===== src/rtl/bullet_pkg.sv =====
// Shared screen geometry, colour types and helpers for the bullet pool.
package bullet_pkg;

   localparam int SCREEN_W = 640;
   localparam int SCREEN_H = 480;
   localparam int COORD_W  = 10;

   typedef logic [COORD_W-1:0] coord_t;
   typedef logic [11:0]        rgb444_t;

   localparam rgb444_t RGB_BLACK  = 12'h000;
   localparam rgb444_t RGB_BULLET = 12'h00F;

   // 11-bit span test so lo+len never wraps at the screen edge
   function automatic logic in_span(input coord_t v,
                                    input coord_t lo,
                                    input int unsigned len);
      logic [COORD_W:0] v_e;
      logic [COORD_W:0] lo_e;
      logic [COORD_W:0] hi_e;
      v_e  = {1'b0, v};
      lo_e = {1'b0, lo};
      hi_e = lo_e + (COORD_W+1)'(len);
      return (v_e >= lo_e) && (v_e < hi_e);
   endfunction

endpackage


===== src/rtl/bullet_slot.sv =====
// One bullet slot: position state, per-frame move, clear, spawn and the
// combinational pixel-coverage test for the display path.
module bullet_slot
   import bullet_pkg::*;
#(
   parameter int BW    = 4,
   parameter int BH    = 16,
   parameter int SPEED = 2
) (
   input  logic   clk,
   input  logic   rst,
   input  logic   tick,
   input  logic   spawn,
   input  coord_t spawn_x,
   input  coord_t spawn_y,
   input  logic   hit,
   input  coord_t pix_x,
   input  coord_t pix_y,
   output logic   active,
   output coord_t x,
   output coord_t y,
   output logic   pix_hit
);

   localparam coord_t SPD = coord_t'(SPEED);

   // A spawn only targets a free slot, so it outranks any hit on it.
   always_ff @(posedge clk or posedge rst) begin
      if (rst) begin
         active <= 1'b0;
         x      <= '0;
         y      <= '0;
      end else if (spawn) begin
         active <= 1'b1;
         x      <= spawn_x;
         y      <= spawn_y;
      end else if (hit) begin
         active <= 1'b0;
      end else if (tick && active) begin
         if (y < SPD) begin
            active <= 1'b0;
         end else begin
            y <= y - SPD;
         end
      end
   end

   always_comb begin
      pix_hit = active
              && in_span(pix_x, x, BW)
              && in_span(pix_y, y, BH);
   end

endmodule


===== src/rtl/bullet_pool.sv =====
// Player bullet pool: slot array, lowest-free spawn selection, frame
// cooldown and the registered pixel enable/colour for the mixer.
module bullet_pool
   import bullet_pkg::*;
#(
   parameter int      NUM_BULLETS = 4,
   parameter int      BW          = 4,
   parameter int      BH          = 16,
   parameter int      SPEED       = 2,
   parameter int      COOLDOWN    = 8,
   parameter int      MUZZLE_DX   = 23,
   parameter rgb444_t COLOR       = RGB_BULLET
) (
   input  logic                        clk,
   input  logic                        rst,
   input  logic                        frame_tick,
   input  logic                        fire,
   input  logic [9:0]                  p_x,
   input  logic [9:0]                  p_y,
   input  logic                        hit_valid,
   input  logic [3:0]                  hit_idx,
   input  logic [9:0]                  pix_x,
   input  logic [9:0]                  pix_y,
   output logic [NUM_BULLETS-1:0]      active,
   output logic [10*NUM_BULLETS-1:0]   b_x,
   output logic [10*NUM_BULLETS-1:0]   b_y,
   output logic                        fire_ack,
   output logic                        bullet_en,
   output logic [11:0]                 bullet_rgb
);

   logic [7:0]             cooldown;
   logic [NUM_BULLETS-1:0] spawn_sel;
   logic [NUM_BULLETS-1:0] slot_hit;
   logic [NUM_BULLETS-1:0] pix_hit;
   logic                   any_free;
   logic                   can_spawn;
   coord_t                 spawn_x;
   coord_t                 spawn_y;

   assign any_free = ~&active;
   assign spawn_x  = p_x + coord_t'(MUZZLE_DX);
   assign spawn_y  = p_y - coord_t'(BH);

   assign can_spawn = frame_tick && fire && (cooldown == 8'd0)
                   && any_free && (p_y >= coord_t'(BH));

   // Lowest-index free slot, from the mask registered before this cycle.
   always_comb begin
      logic found;
      spawn_sel = '0;
      found     = 1'b0;
      for (int i = 0; i < NUM_BULLETS; i++) begin
         if (!active[i] && !found) begin
            spawn_sel[i] = can_spawn;
            found        = 1'b1;
         end
      end
   end

   always_comb begin
      slot_hit = '0;
      for (int i = 0; i < NUM_BULLETS; i++) begin
         slot_hit[i] = hit_valid && (hit_idx == 4'(i));
      end
   end

   for (genvar i = 0; i < NUM_BULLETS; i++) begin : g_slot
      bullet_slot #(
         .BW    (BW),
         .BH    (BH),
         .SPEED (SPEED)
      ) u_slot (
         .clk     (clk),
         .rst     (rst),
         .tick    (frame_tick),
         .spawn   (spawn_sel[i]),
         .spawn_x (spawn_x),
         .spawn_y (spawn_y),
         .hit     (slot_hit[i]),
         .pix_x   (pix_x),
         .pix_y   (pix_y),
         .active  (active[i]),
         .x       (b_x[10*i +: 10]),
         .y       (b_y[10*i +: 10]),
         .pix_hit (pix_hit[i])
      );
   end

   always_ff @(posedge clk or posedge rst) begin
      if (rst) begin
         cooldown <= 8'd0;
         fire_ack <= 1'b0;
      end else begin
         fire_ack <= can_spawn;
         if (can_spawn) begin
            cooldown <= 8'(COOLDOWN);
         end else if (frame_tick && cooldown != 8'd0) begin
            cooldown <= cooldown - 8'd1;
         end
      end
   end

   always_ff @(posedge clk or posedge rst) begin
      if (rst) begin
         bullet_en  <= 1'b0;
         bullet_rgb <= RGB_BLACK;
      end else begin
         bullet_en  <= |pix_hit;
         bullet_rgb <= (|pix_hit) ? COLOR : RGB_BLACK;
      end
   end

endmodule


===== config.mk =====
export PLATFORM = sky130hd
export DESIGN_NAME = bullet_pool
export DESIGN_NICKNAME = d
export VERILOG_FILES = /design/src/rtl/bullet_pkg.sv /design/src/rtl/bullet_slot.sv /design/src/rtl/bullet_pool.sv
export SDC_FILE = /design/constraint.sdc
export NUM_CORES = 1
export LEC_CHECK = 0
export ABC_CLOCK_PERIOD_IN_PS = 8100
export BUFFER_PORTS_ARGS = -buffer_cell sky130_fd_sc_hd__buf_4
export CORE_ASPECT_RATIO = 0.7
export CORE_UTILIZATION = 63
export DETAILED_ROUTE_END_ITERATION = 6
export HOLD_SLACK_MARGIN = 0.03
export PLACE_DENSITY = 0.94
export SYNTH_ARGS = -nofsm -noshare
export SYNTH_HDL_FRONTEND = slang
export SYNTH_SLANG_ARGS = --single-unit

===== constraint.sdc =====
create_clock -name clk -period 8.1 [get_ports clk]
set_input_delay 0.405 -clock clk [delete_from_list [all_inputs] [get_ports clk]]
set_output_delay 0.405 -clock clk [all_outputs]
set_load 0.01 [all_outputs]

==> After elaboration in Yosys (flattened, before gate mapping) <==
Cells that the tools add are included.
{ "op_classes": {"bitwise_logic": 0, "div_mod_pow": 0, "n_addsub": 15, "eq_ne": 11, "n_reduce_logical": 64, "multipliers": 0, "shifts": 0, "n_mux": 42, "order_cmp": 21} }
{ "op_table": {"columns": ["operator", "n"], "rows": [
  ["$mux W10", 16],
  ["$lt A10 B11 Y1", 8],
  ["$ge A10 B10 Y1", 8],
  ["$add A10 B3 Y11 const B", 4],
  ["$add A10 B5 Y11 const B", 4],
  ["$lt A10 B2 Y1 const B", 4],
  ["$sub A10 B2 Y10 const B", 4],
  ["$logic_and A1 B1 Y1", 32],
  ["$reduce_bool A3 Y1", 8],
  ["$mux W1", 23],
  ["$mux W8", 2],
  ["$ne A2 B1 Y1 const B", 8],
  ["$reduce_and A3 Y1", 4],
  ["$add A10 B5 Y10 const B", 1],
  ["$ge A10 B5 Y1 const B", 1],
  ["$reduce_bool A2 Y1", 5],
  ["$sub A10 B5 Y10 const B", 1],
  ["$eq A4 B2 Y1 const B", 2],
  ["$logic_not A8 Y1", 1],
  ["$reduce_and A2 Y1", 4],
  ["$reduce_bool A8 Y1", 1],
  ["$sub A8 B1 Y8 const B", 1],
  ["$logic_not A1 Y1", 6],
  ["$eq A4 B1 Y1 const B", 1],
  ["4 further kinds", 4]
]} }
{ "word_totals": {"mem_bits_ro": 0, "ram_bits": 0, "word_cells": 169, "output_inout_bits": 98, "latch_bits": 0, "reg_bits": 98, "n_memories": 0, "inputBits": 49} }

==> Longest topological paths before layout <==
Gate-level depths: netlist of run 1.
{ "logic_depth": {"word_depth": 11, "mapped_depth": 12, "ltp_nobuf": 12} }

==> By module <==
From an unflattened synthesis of run 1, not the netlist that was laid out.
{ "unflattened": {"hier_cells": 1023, "area_unflattened_um2": 8834.7} }
{ "modules_own_cells": {"columns": ["module", "area_each_um2", "instances", "cells_each", "seq_area_each_um2"], "rows": [
  ["bullet_slot (g_slot[0].u_slot ...)", 1969.4, 2, 228, 525.5],
  ["bullet_slot (g_slot[2].u_slot)", 2003.2, 1, 235, 525.5],
  ["bullet_slot (g_slot[1].u_slot)", 1974.4, 1, 223, 525.5],
  ["bullet_pool", 918.4, 1, 109, 250.2]
]} }

==> Least setup slack after synthesis of run 1 <==
Ideal clock, no wire load.
{ "synth_path": {"path_type": "register to register", "from": "register g_slot[1].u_slot.y[6]", "to": "register bullet_rgb[2]", "path_stages_with_launch": 12, "period_less_slack_ps": 2653, "path_slack_ps": 5447, "setup_ps": 139, "path_buffers": 1, "t_required_ps": 7961, "arrival_time_ps": 2514, "path_cell_list": "dfrtp_1 -> clkbuf_1 -> inv_1 -> nor3_1 -> nand3_1 -> xnor2_1 -> ha_1 -> nand3_1 -> or3_1 -> a21oi_1 -> a211oi_1 -> or4_1"} }
{ "synth_via": {"elab_chain_cells": 6, "elab_cells_between_ends": 7, "classes_between": "add/sub: 1; order compare: 2; mux: 1; reduce/logical: 3"} }
{ "synth_lines": {"columns": ["item", "line_no", "text"], "rows": [
  ["from (decl)", "bullet_slot.sv:21", "output coord_t y,"],
  ["from (signal assigned)", "bullet_slot.sv:36", "y <= spawn_y;"],
  ["from (signal assigned)", "bullet_slot.sv:43", "y <= y - SPD;"],
  ["$add A10 B5 Y11", "bullet_pkg.sv:23", "hi_e = lo_e + (COORD_W+1)'(len);"],
  ["$lt A10 B11 Y1", "bullet_pkg.sv:24", "return (v_e >= lo_e) && (v_e < hi_e);"],
  ["$logic_and A1 B1 Y1 (*)", "bullet_pkg.sv:24", null],
  ["$logic_and A1 B1 Y1 (*)", "bullet_slot.sv:51", "&& in_span(pix_y, y, BH);"],
  ["$reduce_or A4 Y1 (*)", "bullet_pool.sv:110", "bullet_rgb <= (|pix_hit) ? COLOR : RGB_BLACK;"],
  ["$mux W4 (*)", "bullet_pool.sv:110", null],
  ["to (signal assigned)", "bullet_pool.sv:110", null],
  ["to (decl)", "bullet_pool.sv:29", "output logic [11:0] bullet_rgb"]
]} }
Mark *: on every way between the ends. The rest lies on a longest branch, timed or not.
A chain may end at the register's enable or synchronous reset.

==> Worst setup path in the final report of run 1 <==
{ "layout_path": {"from": "register cooldown[2]", "to": "register g_slot[2].u_slot.y[6]"} }
{ "layout_via": {"elab_chain_cells": 7, "elab_cells_between_ends": 10, "classes_between": "eq/ne: 2; mux: 2; reduce/logical: 6"} }
{ "layout_lines": {"columns": ["item", "line_no", "text"], "rows": [
  ["from (decl)", "bullet_pool.sv:32", "logic [7:0] cooldown;"],
  ["from (signal assigned)", "bullet_pool.sv:97", "cooldown <= 8'(COOLDOWN);"],
  ["from (signal assigned)", "bullet_pool.sv:99", "cooldown <= cooldown - 8'd1;"],
  ["$logic_not A8 Y1 (*)", "bullet_pool.sv:45", "assign can_spawn = frame_tick && fire && (cooldown == 8'd0)"],
  ["$logic_and A1 B1 Y1 (*)", "bullet_pool.sv:45", null],
  ["$logic_and A1 B1 Y1 (*) (2 in series)", "bullet_pool.sv:46", "&& any_free && (p_y >= coord_t'(BH));"],
  ["$mux W1 (*)", "bullet_pool.sv:54", "if (!active[i] && !found) begin"],
  ["$ne A2 B1 Y1 (no source line) / $reduce_bool A2 Y1 (equally long branches)", null, null],
  ["$reduce_and A3 Y1 (no source line)", null, null],
  ["to (signal assigned)", "bullet_slot.sv:36", null],
  ["to (signal assigned)", "bullet_slot.sv:43", null],
  ["to (decl)", "bullet_slot.sv:21", null]
]} }
Marks and branches as above.

==> results of run 1 <==
-- routing by layer --
layer / wire length, µm / part of all wire (%) / global-route usage, %
met1: 10400 / 41 / 49.9
met2: 11000 / 43 / 56.7
met3: 3210 / 13 / 8.49
met4: 773 / 3.0 / 15.1
met5: 0 / 0 / 0
-- through the flow --
step,instances,hold WS (ns)
detailed placement,1327,0.466
finish,1343,0.101
floorplan,1038,0.446
global placement,1327,0.465
global route,1342,0.159
CTS,1342,0.128
-- layout by cell type, fill, tap and decap left out, types with 4 or more instances in the layout --
| cell type | synthesis | final |
|---|---|---|
| nor2_1 | 67 | 67 |
| nand2_1 | 109 | 109 |
| nor4_1 | 5 | 5 |
| ha_1 | 156 | 156 |
| a211oi_1 | 10 | 10 |
| xor2_1 | 8 | 8 |
| or3_1 | 5 | 5 |
| conb_1 | 1 | 8 |
| o21ai_0 | 84 | 84 |
| a21o_1 | 10 | 10 |
| dfrtp_1 | 94 | 94 |
| nand2b_1 | 21 | 21 |
| xnor2_1 | 63 | 63 |
| a221o_1 | 4 | 4 |
| a31oi_1 | 8 | 8 |
| o221ai_1 | 5 | 5 |
| nand4_1 | 11 | 11 |
| buf_4 | 16 | 140 |
| o211ai_1 | 6 | 6 |
| a21oi_1 | 59 | 59 |
| o21ai_1 | 11 | 11 |
| and3_1 | 4 | 4 |
| nor2b_1 | 12 | 12 |
| o311ai_0 | 7 | 7 |
| nand3_1 | 51 | 51 |
| inv_1 | 94 | 93 |
| nor3_1 | 35 | 35 |
| clkbuf_16 | 0 | 9 |
-- power by group --
| part | total (mW) | leakage (nW) | switching, mW | internal, mW |
|---|---|---|---|---|
| registers | 0.680 | 1.23 | 0.126 | 0.554 |
| logic | 0.764 | 3.26 | 0.419 | 0.346 |
| clock network | 0.442 | 0.151 | 0.180 | 0.262 |
-- cell type report --
type | count | area [µm²] | area share [%]
multi-input cells | 814 | 5720 | 57.1
flip-flops and latches | 94 | 2350 | 23.5
repair buffers | 140 | 1050 | 10.5
inverters | 94 | 355 | 3.55
clock buffers | 12 | 267 | 2.66
well taps | 185 | 231 | 2.31
clock inverters | 3 | 42.5 | 0.425
diodes | 1 | 2.50 | 0.0250
-- cells by family after synthesis --
| group | count (synthesis) | share of synthesized area [%] |
|---|---|---|
| adder cells (fa/ha/maj) | 156 | 22.6 |
| XOR/XNOR | 71 | 7.21 |
| multiplexers | 4 | 0.595 |
| AND/OR/NAND/NOR | 339 | 19.0 |
| AO/OA/AOI/OAI | 236 | 16.6 |
| other | 1 | 0.0435 |
| flip-flops | 94 | 27.3 |
| buffers and inverters | 130 | 6.68 |
-- worst max-delay path: cells and delay by family (launching register included) --
kind	cells	cell delay, ns
AO/OA/AOI/OAI	1	0.27
buffers and inverters	1	0.58
AND/OR/NAND/NOR	4	2.02
flip-flops	1	0.41
-- sequential cells by signal (all words and copies together), names as in the netlist --
register              cells
g_slot.u_slot.y          40
fire_ack                  1
bullet_rgb                1
cooldown                  8
g_slot.u_slot.x          40
g_slot.u_slot.active      4
-- worst max-delay path by stage --
stage,start,to,cells after the start
2_1_floorplan,rst,bullet_rgb[2],1
3_3_place_gp,p_y[4],g_slot[2].u_slot.y[4],9
3_5_place_dp,p_y[4],g_slot[2].u_slot.y[3],8
4_1_cts,cooldown[2],g_slot[2].u_slot.y[6],6
5_1_grt,cooldown[2],g_slot[2].u_slot.y[6],6
6_report,cooldown[2],g_slot[2].u_slot.y[6],6
==> impl_metrics.yaml, run 1 <==
synth:
  postSynthAreaPerCell_um2: 8.36
  ys_top_cells_by_area: "dfrtp_1 (27%), ha_1 (23%), xnor2_1 (6.4%)"
  syn-instance-count: 1031
  syn_area_um2: 8620
  synthArstFlopShare_pct: 100
  synth_seq_cells: 94
  synth_top_area_share_pct: 27.3
  synth_edf_count: 0
  ys_types: 65
  synth_ff_type: "dfrtp_1"
  synth_top_cells_by_count: "ha_1 (156), nand2_1 (109), dfrtp_1 (94), inv_1 (94), o21ai_0 (84)"
  ys_seq_area_share_pct: 27.3
  yosysTopAreaCell: "dfrtp_1"
  yosysWarnings: 0
  yosysMostFrequentCell: "ha_1"
timing:
  tns_ns: 0
  fmax_ghz: 0.295
  hold_viol: 0
  period_share_pct: 41.8
  rsz0062_at_grt: "no"
  finalSetupViolations: 0
  maxSlewHeadroom_pct: 27.7
  fin_ws_ns: 4.71
  worst_pin_slew_ns: 1.08
  slew_violations: 0
  fin_crit_ns: 3.39
  fin_worst_skew_ns: 0.00633
drt:
  drtIter0Drc: 706
  dr.pass1.iters: 6
  via_count: 8371
  drt_wl_total_um: 25400
  avgRoutedWirePerCell_um: 18.9
  via_per_inst: 6.23
  drc_errors: 0
  ant_nets: 0
clocking:
  clockBufferDepth: 2
  cts_max_level: 3
  cts_tree: "yes"
  cts_setup_buffers: 0
  cts_root_buf: "clkbuf_16"
  cts.reportedPaths.clkPinSlew_ns: 0.07
  ctsHoldBuffers: 0
  cts_resized: 0
  numClockSinks: 94
  clk_latency_ns: 0.35
  cts_buffers: 9
run_status:
  status: "finished, final reports clean"
global_routing:
  grt_usage_pct: 36.7
  antenna_found_initial: 1
  grt_overflow: 0
  grt_pass1_vias: 7999
  grt_max_degree: 53
  grt_pass1_wl_um: 40100
pwr:
  p_per_area_nw_per_um2: 188
  ir_worst_vdd_v: 0.000132
  p_total_mw: 1.89
  p_leak_nw: 4.65
place:
  io_buffer_count: 138
  pre_cts_ws_ns: 4.78
  dp_hpwl_um: 19700
  placed_cell_area_um2: 9710
  gp_congestion: 0.960
layout:
  fillers: 994
  syn_to_final_growth_pct: 16.2
  fin_nets: 1358
  fin_util_pct: 75.5
  finalInstanceArea_um2: 10000
  drive_gt1_share_pct: 14.6
floorplan:
  core_um2: 13300
  num_rows: 35
  fp.dieW_um: 142
  fp.dieH_um: 99.9
  dieArea_um2: 14200
  initial_core_util_pct: 65.0
  ios: 147
worst_setup_path:
  critPathSlowestCell: "nand4_1"
  cp_slowest_stage_delay_ns: 0.94
  path_cells: "or4_4 -> nor4b_4 -> nand4_1 -> inv_1 -> nor3_1 -> a211o_1"
  r2r_end: "g_slot[2].u_slot.y[6]"
  end_kind: "register"
  rr_worst_depth: 6
  critical_path_required_ns: 8.34
  r2r_slack_ns: 4.71
  setup.worst_path.class: "reg2reg"
  start_kind: "register"
  worstPathArrival_ns: 3.63
  worstPathMaxFanout: 29
  r2r_start: "cooldown[2]"
hold_path:
  hp-class: "in2async"
run:
  cap_violations: 0
(Power assumes the default switching activity.)
==> inputs of run 2 (changes only) <==
ABC_AREA = 1   (was default)
ABC_CLOCK_PERIOD_IN_PS = 2700   (was 8100)
CORE_UTILIZATION = 53   (was 63)
PLACE_DENSITY = 0.84   (was 0.94)
clock period = 2.7 ns   (was 8.1 ns; I/O delays follow)
==> run 2 against run 1 <==
The flow now finishes with violations (DRC); synthesized area grew 11%; fmax is 47% higher; largest power group unchanged; clock power grew to 2.8 times the previous value; critical endpoint is now bullet_rgb[2]; via count up 12%; cell count up 28%.
==> impl_metrics.yaml, run 2 <==
place:
  io_buffer_count: 138
  gp_congestion: 0.964
  dp_hpwl_um: 22200
  dp_cells: 1705
global_routing:
  grt_pass1_vias: 8575
  grt_usage_pct: 30.3
  antenna_found_initial: 0
  grt_pass1_wl_um: 43700
  grt_overflow: 0
  grt_max_degree: 51
pwr:
  ir_worst_vdd_v: 0.000338
  p_leak_nw: 5.83
  p_per_area_nw_per_um2: 498
  p_total_mw: 5.49
worst_setup_path:
  crit_start: "g_slot[0].u_slot.x[4]"
  worstPathArrival_ns: 2.56
  critical_path_required_ns: 2.95
  start_kind: "register"
  worstPathMaxFanout: 5
  r2r_start: "g_slot[0].u_slot.x[4]"
  end_kind: "register"
  setup.worst_path.class: "reg2reg"
drt:
  drtIter0Drc: 861
  avgRoutedWirePerCell_um: 16.0
  drc_errors: 2
  wl_met1_um: 12600
  drt_wl_total_um: 27600
  ant_nets: 0
  top_layer: "met4"
  route.met2.wl_um: 11700
  via_per_inst: 5.43
  wl_met3_um: 2920
  via_count: 9352
  dr.pass1.iters: 7
timing:
  worst_pin_slew_ns: 0.705
  finalSetupViolations: 0
  maxSlewHeadroom_pct: 52.6
  fmax_ghz: 0.433
  hold_viol: 0
  tns_ns: 0
  fin_worst_skew_ns: 0.00819
  slew_violations: 0
  whs_ns: 0.0536
  fin_crit_ns: 2.31
  rsz0062_at_grt: "no"
  period_share_pct: 85.6
clocking:
  cts_buffers: 9
  cts_tree: "yes"
  cts_setup_buffers: 0
  numClockSinks: 94
  cts_root_buf: "clkbuf_16"
  clk_latency_ns: 0.36
  clockBufferDepth: 2
  cts.reportedPaths.clkPinSlew_ns: 0.07
  cts_resized: 0
  cts_max_level: 3
floorplan:
  initial_core_util_pct: 55.0
  fp.dieW_um: 162
  ios: 147
  core_um2: 17400
  dieArea_um2: 18600
  fp.dieH_um: 114
  num_rows: 40
layout:
  fin_nets: 1693
  diodes: 0
  reg_top3: "g_slot.u_slot.x (40), g_slot.u_slot.y (40), cooldown (8)"
  syn_to_final_growth_pct: 15.4
  register_area_um2: 2350
  drive_gt1_share_pct: 12.3
  multi_input_area_um2: 6270
  fin_util_pct: 63.5
  final_cell_mix: "nand2_1 (391), inv_1 (190), ha_1 (156)"
  fillers: 1490
  instances_no_fill: 1723
  final_common_cell: "nand2_1"
synth:
  postSynthAreaPerCell_um2: 7.04
  synth_seq_cells: 94
  synth_edf_count: 0
  yosysWarnings: 0
  synth_top_cells_by_count: "nand2_1 (391), inv_1 (191), ha_1 (156), nor2_1 (108), nand3_1 (105)"
  ys_seq_area_share_pct: 24.6
  synthArstFlopShare_pct: 100
  ys_types: 38
  syn-instance-count: 1356
  synth_top_area_share_pct: 24.6
  synth_ff_type: "dfrtp_1"
  ys_top_cells_by_area: "dfrtp_1 (25%), ha_1 (20%), nand2_1 (15%)"
  yosysTopAreaCell: "dfrtp_1"
  syn_area_um2: 9550
  yosysMostFrequentCell: "nand2_1"
run_status:
  violations: "DRC"
  status: "complete, but fails checks"
run:
  cap_violations: 0
hold_path:
  hp-class: "in2reg"
  min_from: "p_y[2]"
[run 2: changes by cell type after synthesis, sizes merged, moves of 21 or more]
cell and delta:
xnor2 -51, o21ai -38, nand2 +285, xor2 +57, nor2 +45, nand2b -21, inv +101, nand3 +58
[run 2: worst max-delay path, cell delays in order (launching register included)]
cell	delay (ns)
dfrtp_1	0.42
inv_1	0.10
nor4_1	0.39
nand3_1	0.16
xor2_1	0.18
ha_1	0.28
nand2_1	0.06
or2_2	0.28
nand2_1	0.07
nor2_1	0.04
nand2_1	0.06
nand2_1	0.05
inv_1	0.08
nand2_1	0.05
[run 2: area by class of cell]
class | instances | area share [%]
clock buffer | 11 | 2.20
clock inverter | 4 | 0.295
inverter | 196 | 6.69
multi-input combinational | 1041 | 56.8
sequential | 94 | 21.3
tap | 231 | 2.62
timing repair buffer | 146 | 10.0
[run 2: final timing paths]
path                                           endpoint  slack (ns)  cells after the start
worst max-delay path                      bullet_rgb[2]        0.39                     13
worst min-delay path              g_slot[0].u_slot.y[2]        0.05                      3
worst max register to register            bullet_rgb[2]        0.39                     13
worst min register to register    g_slot[3].u_slot.x[1]        0.52                      2
max in group asynchronous       g_slot[3].u_slot.active        1.54                      4
min in group asynchronous         g_slot[1].u_slot.x[6]        0.44                      3
[run 2: cell families (layout without fill, tap and decap cells)]
kind of cell | Yosys count | count (layout) | share of synthesized area, %
AO/OA/AOI/OAI | 135 | 135 | 8.10
AND/OR/NAND/NOR | 665 | 665 | 29.7
flip-flops | 94 | 94 | 24.6
XOR/XNOR | 77 | 77 | 7.06
other | 1 | 8 | 0.0393
adder cells (fa/ha/maj) | 156 | 156 | 20.4
buffers and inverters | 228 | 357 | 10.0
[run 2: metrics by stage]
step,cell area (µm²),worst slack [ns]
floorplan,9580,0.116
global placement,10700,0.538
detailed placement,10700,0.449
CTS,11000,0.428
global route,11000,0.130
finish,11000,0.389
[run 2: where the power goes]
| group | total, mW | internal, mW | switching (mW) |
|---|---|---|---|
| combinational | 2.33 | 0.955 | 1.37 |
| clock | 1.25 | 0.651 | 0.602 |
| sequential | 1.91 | 1.61 | 0.302 |
| total | 5.49 | 3.22 | 2.27 |
[run 2: per-layer routing]
metal	GRT usage [%]	up-vias
li1	-	4610
met1	44.0	4307
met2	45.4	396
met3	6.05	39
met4	8.68	0
met5	0	-
[run 2: what timing repair did]
item | 4_1_cts | 5_1_grt
setup endpoints to repair | 0 | 0
endpoints found under the hold margin | 51 | 0
hold buffers | 3 | 0
